**src/rtl/intc_arb.sv**
```systemverilog
// ============================================================================
// Module      : intc_arb
// Description : Interrupt arbiter: eight level-type peripheral sources with
//               programmable 4-bit priorities, plus edge-detected NMI.
// Revision    : 1.0 - initial release
// ============================================================================
`default_nettype none

module intc_arb #(
    parameter int          NSRC    = 8,
    parameter logic [7:0]  NMI_VEC = 8'd11,
    parameter logic [31:0] BASE    = 32'hFFFFFEE0
) (
    input  logic              CLK,
    input  logic              RST,
    input  logic              CE_R,
    input  logic              CE_F,
    input  logic              RES_N,
    input  logic              NMI_N,
    input  logic [NSRC-1:0]   IRQ,
    input  logic [8*NSRC-1:0] VEC,
    input  logic [31:0]       IBUS_A,
    input  logic [31:0]       IBUS_DI,
    output logic [31:0]       IBUS_DO,
    input  logic [3:0]        IBUS_BA,
    input  logic              IBUS_WE,
    input  logic              IBUS_REQ,
    output logic              IBUS_BUSY,
    output logic              IBUS_ACT,
    output logic              INT_REQ,
    output logic              INT_NMI,
    output logic [3:0]        INT_LVL,
    output logic [7:0]        INT_VEC,
    input  logic              INT_ACK
);

    localparam logic [3:0] c_NMI_LVL = 4'hF;

    logic [1:0]  r_nmi_sync;
    logic        r_nmi_prev;
    logic        r_nmi_pend;
    logic        r_nmie;
    logic [15:0] r_ipra;
    logic [15:0] r_iprb;
    logic        r_int_req;
    logic        r_int_nmi;
    logic [3:0]  r_int_lvl;
    logic [7:0]  r_int_vec;
    logic [31:0] r_ibus_do;

    logic        w_sel;
    logic        w_sel0;
    logic        w_sel1;
    logic        w_wr0;
    logic        w_wr1;
    logic [31:0] w_rdata;
    logic        w_nmil;
    logic        w_nmi_edge;
    logic        w_nmi_pend_nxt;
    logic [31:0] w_ipr_all;
    logic [3:0]  w_lvl [NSRC];
    logic        w_win_req;
    logic [3:0]  w_win_lvl;
    logic [7:0]  w_win_vec;
    logic        w_unused;

    // Register block spans two words; low address bits are don't-care.
    assign w_sel     = IBUS_REQ && (IBUS_A[31:3] == BASE[31:3]);
    assign w_sel0    = w_sel && !IBUS_A[2];
    assign w_sel1    = w_sel &&  IBUS_A[2];
    assign w_wr0     = w_sel0 && IBUS_WE;
    assign w_wr1     = w_sel1 && IBUS_WE;
    assign IBUS_ACT  = w_sel;
    assign IBUS_BUSY = 1'b0;
    assign w_unused  = &{1'b0, IBUS_A[1:0]};

    assign w_rdata = w_sel0 ? {w_nmil, 6'b0, r_nmie, 8'b0, r_ipra} :
                     w_sel1 ? {r_iprb, 16'b0} : 32'b0;

    // Edges come from the synchronised level history only, so toggling NMIE
    // never fabricates one.
    assign w_nmil         = r_nmi_sync[1];
    assign w_nmi_edge     = r_nmie ? (w_nmil & ~r_nmi_prev) : (~w_nmil & r_nmi_prev);
    assign w_nmi_pend_nxt = w_nmi_edge | (r_nmi_pend & ~(INT_ACK & r_int_nmi));

    assign w_ipr_all = {r_ipra, r_iprb};

    generate
        for (genvar gi = 0; gi < NSRC; gi++) begin : g_lvl
            assign w_lvl[gi] = w_ipr_all[31-4*gi -: 4];
        end
    endgenerate

    // Strict greater-than keeps the lower index on ties; level 0 never wins.
    always_comb begin
        w_win_req = 1'b0;
        w_win_lvl = 4'd0;
        w_win_vec = 8'd0;
        for (int i = 0; i < NSRC; i++) begin
            if (IRQ[i] && (w_lvl[i] > w_win_lvl)) begin
                w_win_req = 1'b1;
                w_win_lvl = w_lvl[i];
                w_win_vec = VEC[8*i +: 8];
            end
        end
    end

    // Synchroniser keeps running through soft reset.
    always_ff @(posedge CLK or posedge RST) begin
        if (RST) begin
            r_nmi_sync <= 2'b11;
            r_nmi_prev <= 1'b1;
        end else if (CE_R) begin
            r_nmi_sync <= {r_nmi_sync[0], NMI_N};
            r_nmi_prev <= r_nmi_sync[1];
        end
    end

    always_ff @(posedge CLK or posedge RST) begin
        if (RST) begin
            r_nmi_pend <= 1'b0;
            r_nmie     <= 1'b0;
            r_ipra     <= 16'h0000;
            r_iprb     <= 16'h0000;
        end else if (CE_R) begin
            if (!RES_N) begin
                r_nmi_pend <= 1'b0;
                r_nmie     <= 1'b0;
                r_ipra     <= 16'h0000;
                r_iprb     <= 16'h0000;
            end else begin
                r_nmi_pend <= w_nmi_pend_nxt;
                if (w_wr0) begin
                    if (IBUS_BA[3]) r_nmie       <= IBUS_DI[24];
                    if (IBUS_BA[1]) r_ipra[15:8] <= IBUS_DI[15:8];
                    if (IBUS_BA[0]) r_ipra[7:0]  <= IBUS_DI[7:0];
                end
                if (w_wr1) begin
                    if (IBUS_BA[3]) r_iprb[15:8] <= IBUS_DI[31:24];
                    if (IBUS_BA[2]) r_iprb[7:0]  <= IBUS_DI[23:16];
                end
            end
        end
    end

    // Outputs follow the next pending state so an acknowledged NMI drops
    // on the same edge that clears it.
    always_ff @(posedge CLK or posedge RST) begin
        if (RST) begin
            r_int_req <= 1'b0;
            r_int_nmi <= 1'b0;
            r_int_lvl <= 4'd0;
            r_int_vec <= 8'd0;
        end else if (CE_R) begin
            if (!RES_N) begin
                r_int_req <= 1'b0;
                r_int_nmi <= 1'b0;
                r_int_lvl <= 4'd0;
                r_int_vec <= 8'd0;
            end else if (w_nmi_pend_nxt) begin
                r_int_req <= 1'b1;
                r_int_nmi <= 1'b1;
                r_int_lvl <= c_NMI_LVL;
                r_int_vec <= NMI_VEC;
            end else begin
                r_int_req <= w_win_req;
                r_int_nmi <= 1'b0;
                r_int_lvl <= w_win_lvl;
                r_int_vec <= w_win_vec;
            end
        end
    end

    always_ff @(posedge CLK or posedge RST) begin
        if (RST) begin
            r_ibus_do <= 32'b0;
        end else if (CE_R && !RES_N) begin
            r_ibus_do <= 32'b0;
        end else if (CE_F) begin
            r_ibus_do <= w_rdata;
        end
    end

    assign IBUS_DO = r_ibus_do;
    assign INT_REQ = r_int_req;
    assign INT_NMI = r_int_nmi;
    assign INT_LVL = r_int_lvl;
    assign INT_VEC = r_int_vec;

endmodule

`default_nettype wire

```
**config.mk**
```make
export PLATFORM = sky130hd
export DESIGN_NAME = intc_arb
export DESIGN_NICKNAME = d
export VERILOG_FILES = /design/src/rtl/intc_arb.sv
export SDC_FILE = /design/constraint.sdc
export NUM_CORES = 1
export LEC_CHECK = 0
export ABC_CLOCK_PERIOD_IN_PS = 12100
export CORE_MARGIN = 8
export CORE_UTILIZATION = 46
export CTS_BUF_LIST = sky130_fd_sc_hd__clkbuf_4 sky130_fd_sc_hd__clkbuf_8
export DETAILED_ROUTE_END_ITERATION = 16
export PLACE_DENSITY = 0.83
export SETUP_SLACK_MARGIN = 0.05
export SLEW_MARGIN = 20
export SYNTH_ARGS = -nofsm -noshare
export SYNTH_HDL_FRONTEND = slang
export SYNTH_SLANG_ARGS = --single-unit
```
**constraint.sdc**
```tcl
create_clock -name CLK -period 12.1 [get_ports CLK]
set_input_delay 2.42 -clock CLK [delete_from_list [all_inputs] [get_ports CLK]]
set_output_delay 2.42 -clock CLK [all_outputs]
set_load 0.005 [all_outputs]
```
After elaboration in Yosys (flattened, before gate mapping). Index checks and enable logic that the tools add are counted.

Magnitude comparators: 8. Equal/unequal tests: 7. Multiplexer cells: 49. Bitwise logic cells: 8. Reduce and logical (&&, ||, !) cells: 22.

Operators by type and width (number): 2-to-1 mux 32 bit (4); 2-to-1 mux 8 bit (14); 2-to-1 mux 16 bit (4); 2-to-1 mux 4 bit (10); equality test 29 bit (second input constant) (1); greater-than comparator 4 bit (7); 2-to-1 mux 1 bit (17); AND reduction 3 bit (5); logical AND 1 bit (14); inequality test 2 x 1 -> 1 bit (second input constant) (6); AND 1 bit (4); greater-than comparator 4 x 1 -> 1 bit (second input constant) (1); NOT 1 bit (3); zero test 1 bit (2); nonzero test 2 bit (1); OR 1 bit (1).

Register bits: 83. Input bits: 149. Output and inout bits: 48. Logic and storage cells: 107.

Depth between registers and ports, before layout.
Depth after elaboration: 26. Mapped depth: 59.

Worst setup path before layout. Ideal clock, no wire load.

Kind: input -> register. From: input port IRQ[0]. To: register r_int_req, in the netlist INT_REQ. Arrival: 12866 ps. Required time: 11965 ps. Setup slack: -901 ps. Stages: 57. Cell sequence: nand2_1 ha_1 nor2b_1 o211ai_4 a21oi_1 clkbuf_1 nand2_1 o21ai_0 inv_1 ha_1 nand2_1 or3_1 o211a_1 a41oi_1 clkbuf_1 nor2_1 a21oi_1 ha_1 [... 21 more ...] ha_1 a21oi_1 o21ai_0 o21ai_0 a31oi_1 and2_4 buf_2 o21a_1 ha_1 a21oi_1 o22ai_1 o221a_2 clkbuf_1 or4_1 nor2_1 nand3_1 o311ai_1 o21ai_1.

Cells in the longest elaborated chain, start to end: 25. Elaborated cells between the ends (all ways): 32.

Ends and longest elaborated chain: start, declared (line 20) `input logic [NSRC-1:0] IRQ,`; logical AND 1 bit * (line 100) `if (IRQ[i] && (w_lvl[i] > w_win_lvl)) begin`; 2-to-1 mux 4 bit (line 100); greater-than comparator 4 bit (line 100); logical AND 1 bit (line 100); 2-to-1 mux 4 bit (line 100); greater-than comparator 4 bit (line 100); logical AND 1 bit (line 100); 2-to-1 mux 4 bit (line 100); [... 9 more ...]; greater-than comparator 4 bit (line 100); logical AND 1 bit (line 100); 2-to-1 mux 4 bit (line 100); greater-than comparator 4 bit (line 100); logical AND 1 bit (line 100); 2-to-1 mux 1 bit * (line 100); 2-to-1 mux 1 bit * (line 160) `end else if (w_nmi_pend_nxt) begin`; 2-to-1 mux 1 bit * (line 155) `if (!RES_N) begin`; end signal, assigned (line 166) `r_int_req <= w_win_req;`; end, declared (line 45) `logic r_int_req;`.

Mark *: on every way between the ends. The rest lies on a longest branch, timed or not. A chain may end at the register's enable or synchronous reset.

Final worst setup path. Ends and elaborated chain as after synthesis.

==> impl_metrics.tcl <==
set metrics [dict create \
    max_stage_delay_ps 490 \
    cts_tree "built" \
    met3WireLength_mm 1.789 \
    clock_skew_ps 11.41 \
    drv_slew 0 \
    ys.warnings.count 0 \
    drive_gt1_share_pct 26.89 \
    hold_class "reg2reg" \
    track_usage_pct 25.33 \
    dr_total_vias 6012 \
    gp_congestion 0.8997 \
    synthFlopType "dfrtp_1" \
    initial_core_util_pct 47.03 \
    tightest_slew_ps 1010 \
    area_growth_pct 68.16 \
    max_freq_ghz 0.08268 \
    fin_setup_tns_ps 0 \
    core-area_sq_um 11370 \
    syn_avg_cell_area_sq_um 9.188 \
    multiInputGateArea_sq_um 3610 \
    rsz0062_at_grt "yes" \
    syn_nets 750 \
    netlist_area_sq_um 5348 \
    wl_met1_mm 8.486 \
    clockBufferDepth 2 \
    vdd_drop_max_mv 0.06241 \
    layout_commonest_cell "clkdlybuf4s50_1" \
    max_slew_margin_pct 32.65 \
    preCtsSetupSlack_ps -1336 \
    worst-setup-path-type "in2reg" \
    routed_wl_mm 20.58 \
    drv_cap 0 \
    ios 197 \
    leakagePower_nw 3.908 \
    nNetsFinal 1037 \
    grt_start_max_net_pins 83 \
    wire_per_inst_microns 20.24 \
    via_per_inst 5.912 \
    insertion_delay_ps 370 \
    cts_made_buffers 9 \
    mostFrequentLayoutCells "clkdlybuf4s50_1, buf_4, dfrtp_1, nand2_1, a22o_1" \
    startpoint "IRQ[0]" \
    wl_met2_mm 9.709 \
    setup_violations 0 \
    fin_cells 1017 \
    n_antenna_cell 0 \
    ant_nets 0 \
    drt_drc_violations_left 0 \
    fillers 734 \
    min_from "IBUS_DO[10]" \
    grt_pass1_wl_mm 30.53 \
    cts_sinks 82 \
    antenna_found_initial 0 \
    finalCritPeriodShare_pct 99.95 \
    postCtsHoldBufs 0 \
    cp-end-kind "flip-flop" \
    portBuffers 193 \
    fin_ws_ps 5.794 \
    first_global_vias 6071 \
    first_iter_violations 374 \
    hold_violations 0 \
    arrival_ps 12330 \
    rr_startpoint "r_ipra[13]" \
    clockRootBuffer "clkbuf_8" \
    die-area_sq_um 15330 \
    cp-start-kind "input pin" \
    core.rowCount 39 \
    synth.ff_latch_count 82 \
    dpl.hpwl_mm 15.07 \
    synth-async-reset-ratio_pct 100.0 \
    cts.clk_slew.worst_paths_ps 80 \
    crit_path_frequent_cell "ha_4" \
    slowest_stage "or4_4" \
    dp_cells 972 \
    seq_area_sq_um 2056 \
    hold-worst-slack_ps 512.2 \
    fp.dieW_microns 123.8 \
    grt_overflow 0 \
    firstDrtPassIters 5 \
    top_layer_used "met4" \
    synth_cells 582 \
    die_h_microns 123.8 \
    p_per_area_nw_per_um2 91.09 \
    htreeDepth 3 \
    worstPathRequired_ps 12330 \
    status "completed" \
    postLayoutCoreUtil_pct 79.09 \
    period_needed_ps 12090 \
    synth_seq_area_share_pct 38.44 \
    synth_cell_type_count 76 \
    crit_fanout 12 \
    synth-edff-count 0 \
]
-- final timing paths --
kind | end | slack (ps) | depth (start not counted)
hold / removal | IBUS_DO[10] | 510 | 1
setup reg to reg | INT_REQ | 1790 | 53
max in group asynchronous | r_iprb[8] | 9040 | 3
min in group asynchronous | IBUS_DO[7] | 2560 | 3
setup / recovery | INT_REQ | 6 | 55
hold reg to reg | IBUS_DO[10] | 510 | 1
-- metrics by stage --
stage | total power, W | instance area [sq um]
after global placement | 0.0005423 | 8168
after detailed placement | 0.0005501 | 8168
after CTS | 0.0007840 | 8686
after global routing | 0.0008509 | 8992
final | 0.0008191 | 8992
after floorplan | 0.0004195 | 5582
-- repair_timing --
action | in CTS | in global routing
endpoints found under the setup margin | 13 | 13
buffers inserted | 15 | 14
gates resized for setup | 39 | 38
endpoints found under the hold margin | 0 | 0
pin swaps | 34 | 37
-- metal layers --
| metal | vias to the layer above | global-route usage (%) |
|---|---|---|
| met2 | 276 | 42.29 |
| met5 | - | 0 |
| met1 | 2916 | 30.50 |
| li1 | 2773 | - |
| met4 | 0 | 10.31 |
| met3 | 47 | 6.618 |
-- critical path: cells and delay by family --
family,cells,cell delay (ps)
compound gates,20,3410
fa+ha+maj,7,1570
simple gates,18,3030
buf+inv,7,880
mux,3,1000
-- sequential cells by signal (all words and copies together), names as in the netlist, 2 cells and up --
signal,count
r_nmi_sync,2
IBUS_DO,32
INT_VEC,8
INT_LVL,4
r_ipra,16
r_iprb,16
-- report_power, final --
part	leakage (nW)	internal, W	switching, W
clock	0.114	0.000121	0.000102
combinational	2.68	0.000162	0.000130
sequential	1.12	0.000290	0.0000141
-- Yosys cell counts, types with 4 or more instances --
library cell / instances / area [sq um]
a211oi_1: 7 / 52.55
a21o_1: 4 / 30.03
a21oi_1: 38 / 190.2
a22o_1: 57 / 499.2
a22oi_1: 6 / 45.04
a31oi_1: 7 / 43.79
and3_1: 11 / 68.82
buf_2: 4 / 20.02
clkbuf_1: 22 / 82.58
dfrtp_1: 79 / 1977
ha_1: 19 / 237.7
inv_1: 27 / 101.4
mux2_2: 16 / 180.2
mux2i_1: 11 / 110.1
nand2_1: 66 / 247.7
nand2b_1: 4 / 25.02
nand3_1: 16 / 80.08
nand3b_1: 5 / 37.54
nand4_1: 8 / 50.05
nor2_1: 35 / 131.4
nor3_1: 4 / 20.02
o211a_1: 4 / 40.04
o211ai_1: 8 / 60.06
o21ai_0: 24 / 120.1
o221ai_1: 5 / 43.79
o31ai_1: 9 / 67.56
xnor2_1: 6 / 52.55
-- cells by family (layout without fill, tap and decap cells) --
group | Yosys count | after routing | share of synthesized area [%]
XOR/XNOR | 7 | 7 | 1.146
other | 1 | 1 | 0.07012
AND/OR/NAND/NOR | 176 | 176 | 16.12
flip-flops | 82 | 82 | 38.44
adder cells (fa/ha/maj) | 20 | 20 | 4.656
multiplexers | 28 | 28 | 5.639
buffers and inverters | 58 | 350 | 4.375
AO/OA/AOI/OAI | 210 | 210 | 29.55
-- area by class of cell --
type                            count  area share, %
Multi-Input combinational cell    442          40.14
Clock buffer                       11          1.544
Tap cell                          143          1.990
Timing Repair Buffer              307          31.45
Clock inverter                      5         0.8766
Inverter                           27          1.141
Sequential cell                    82          22.86
(Power assumes the default switching activity.)
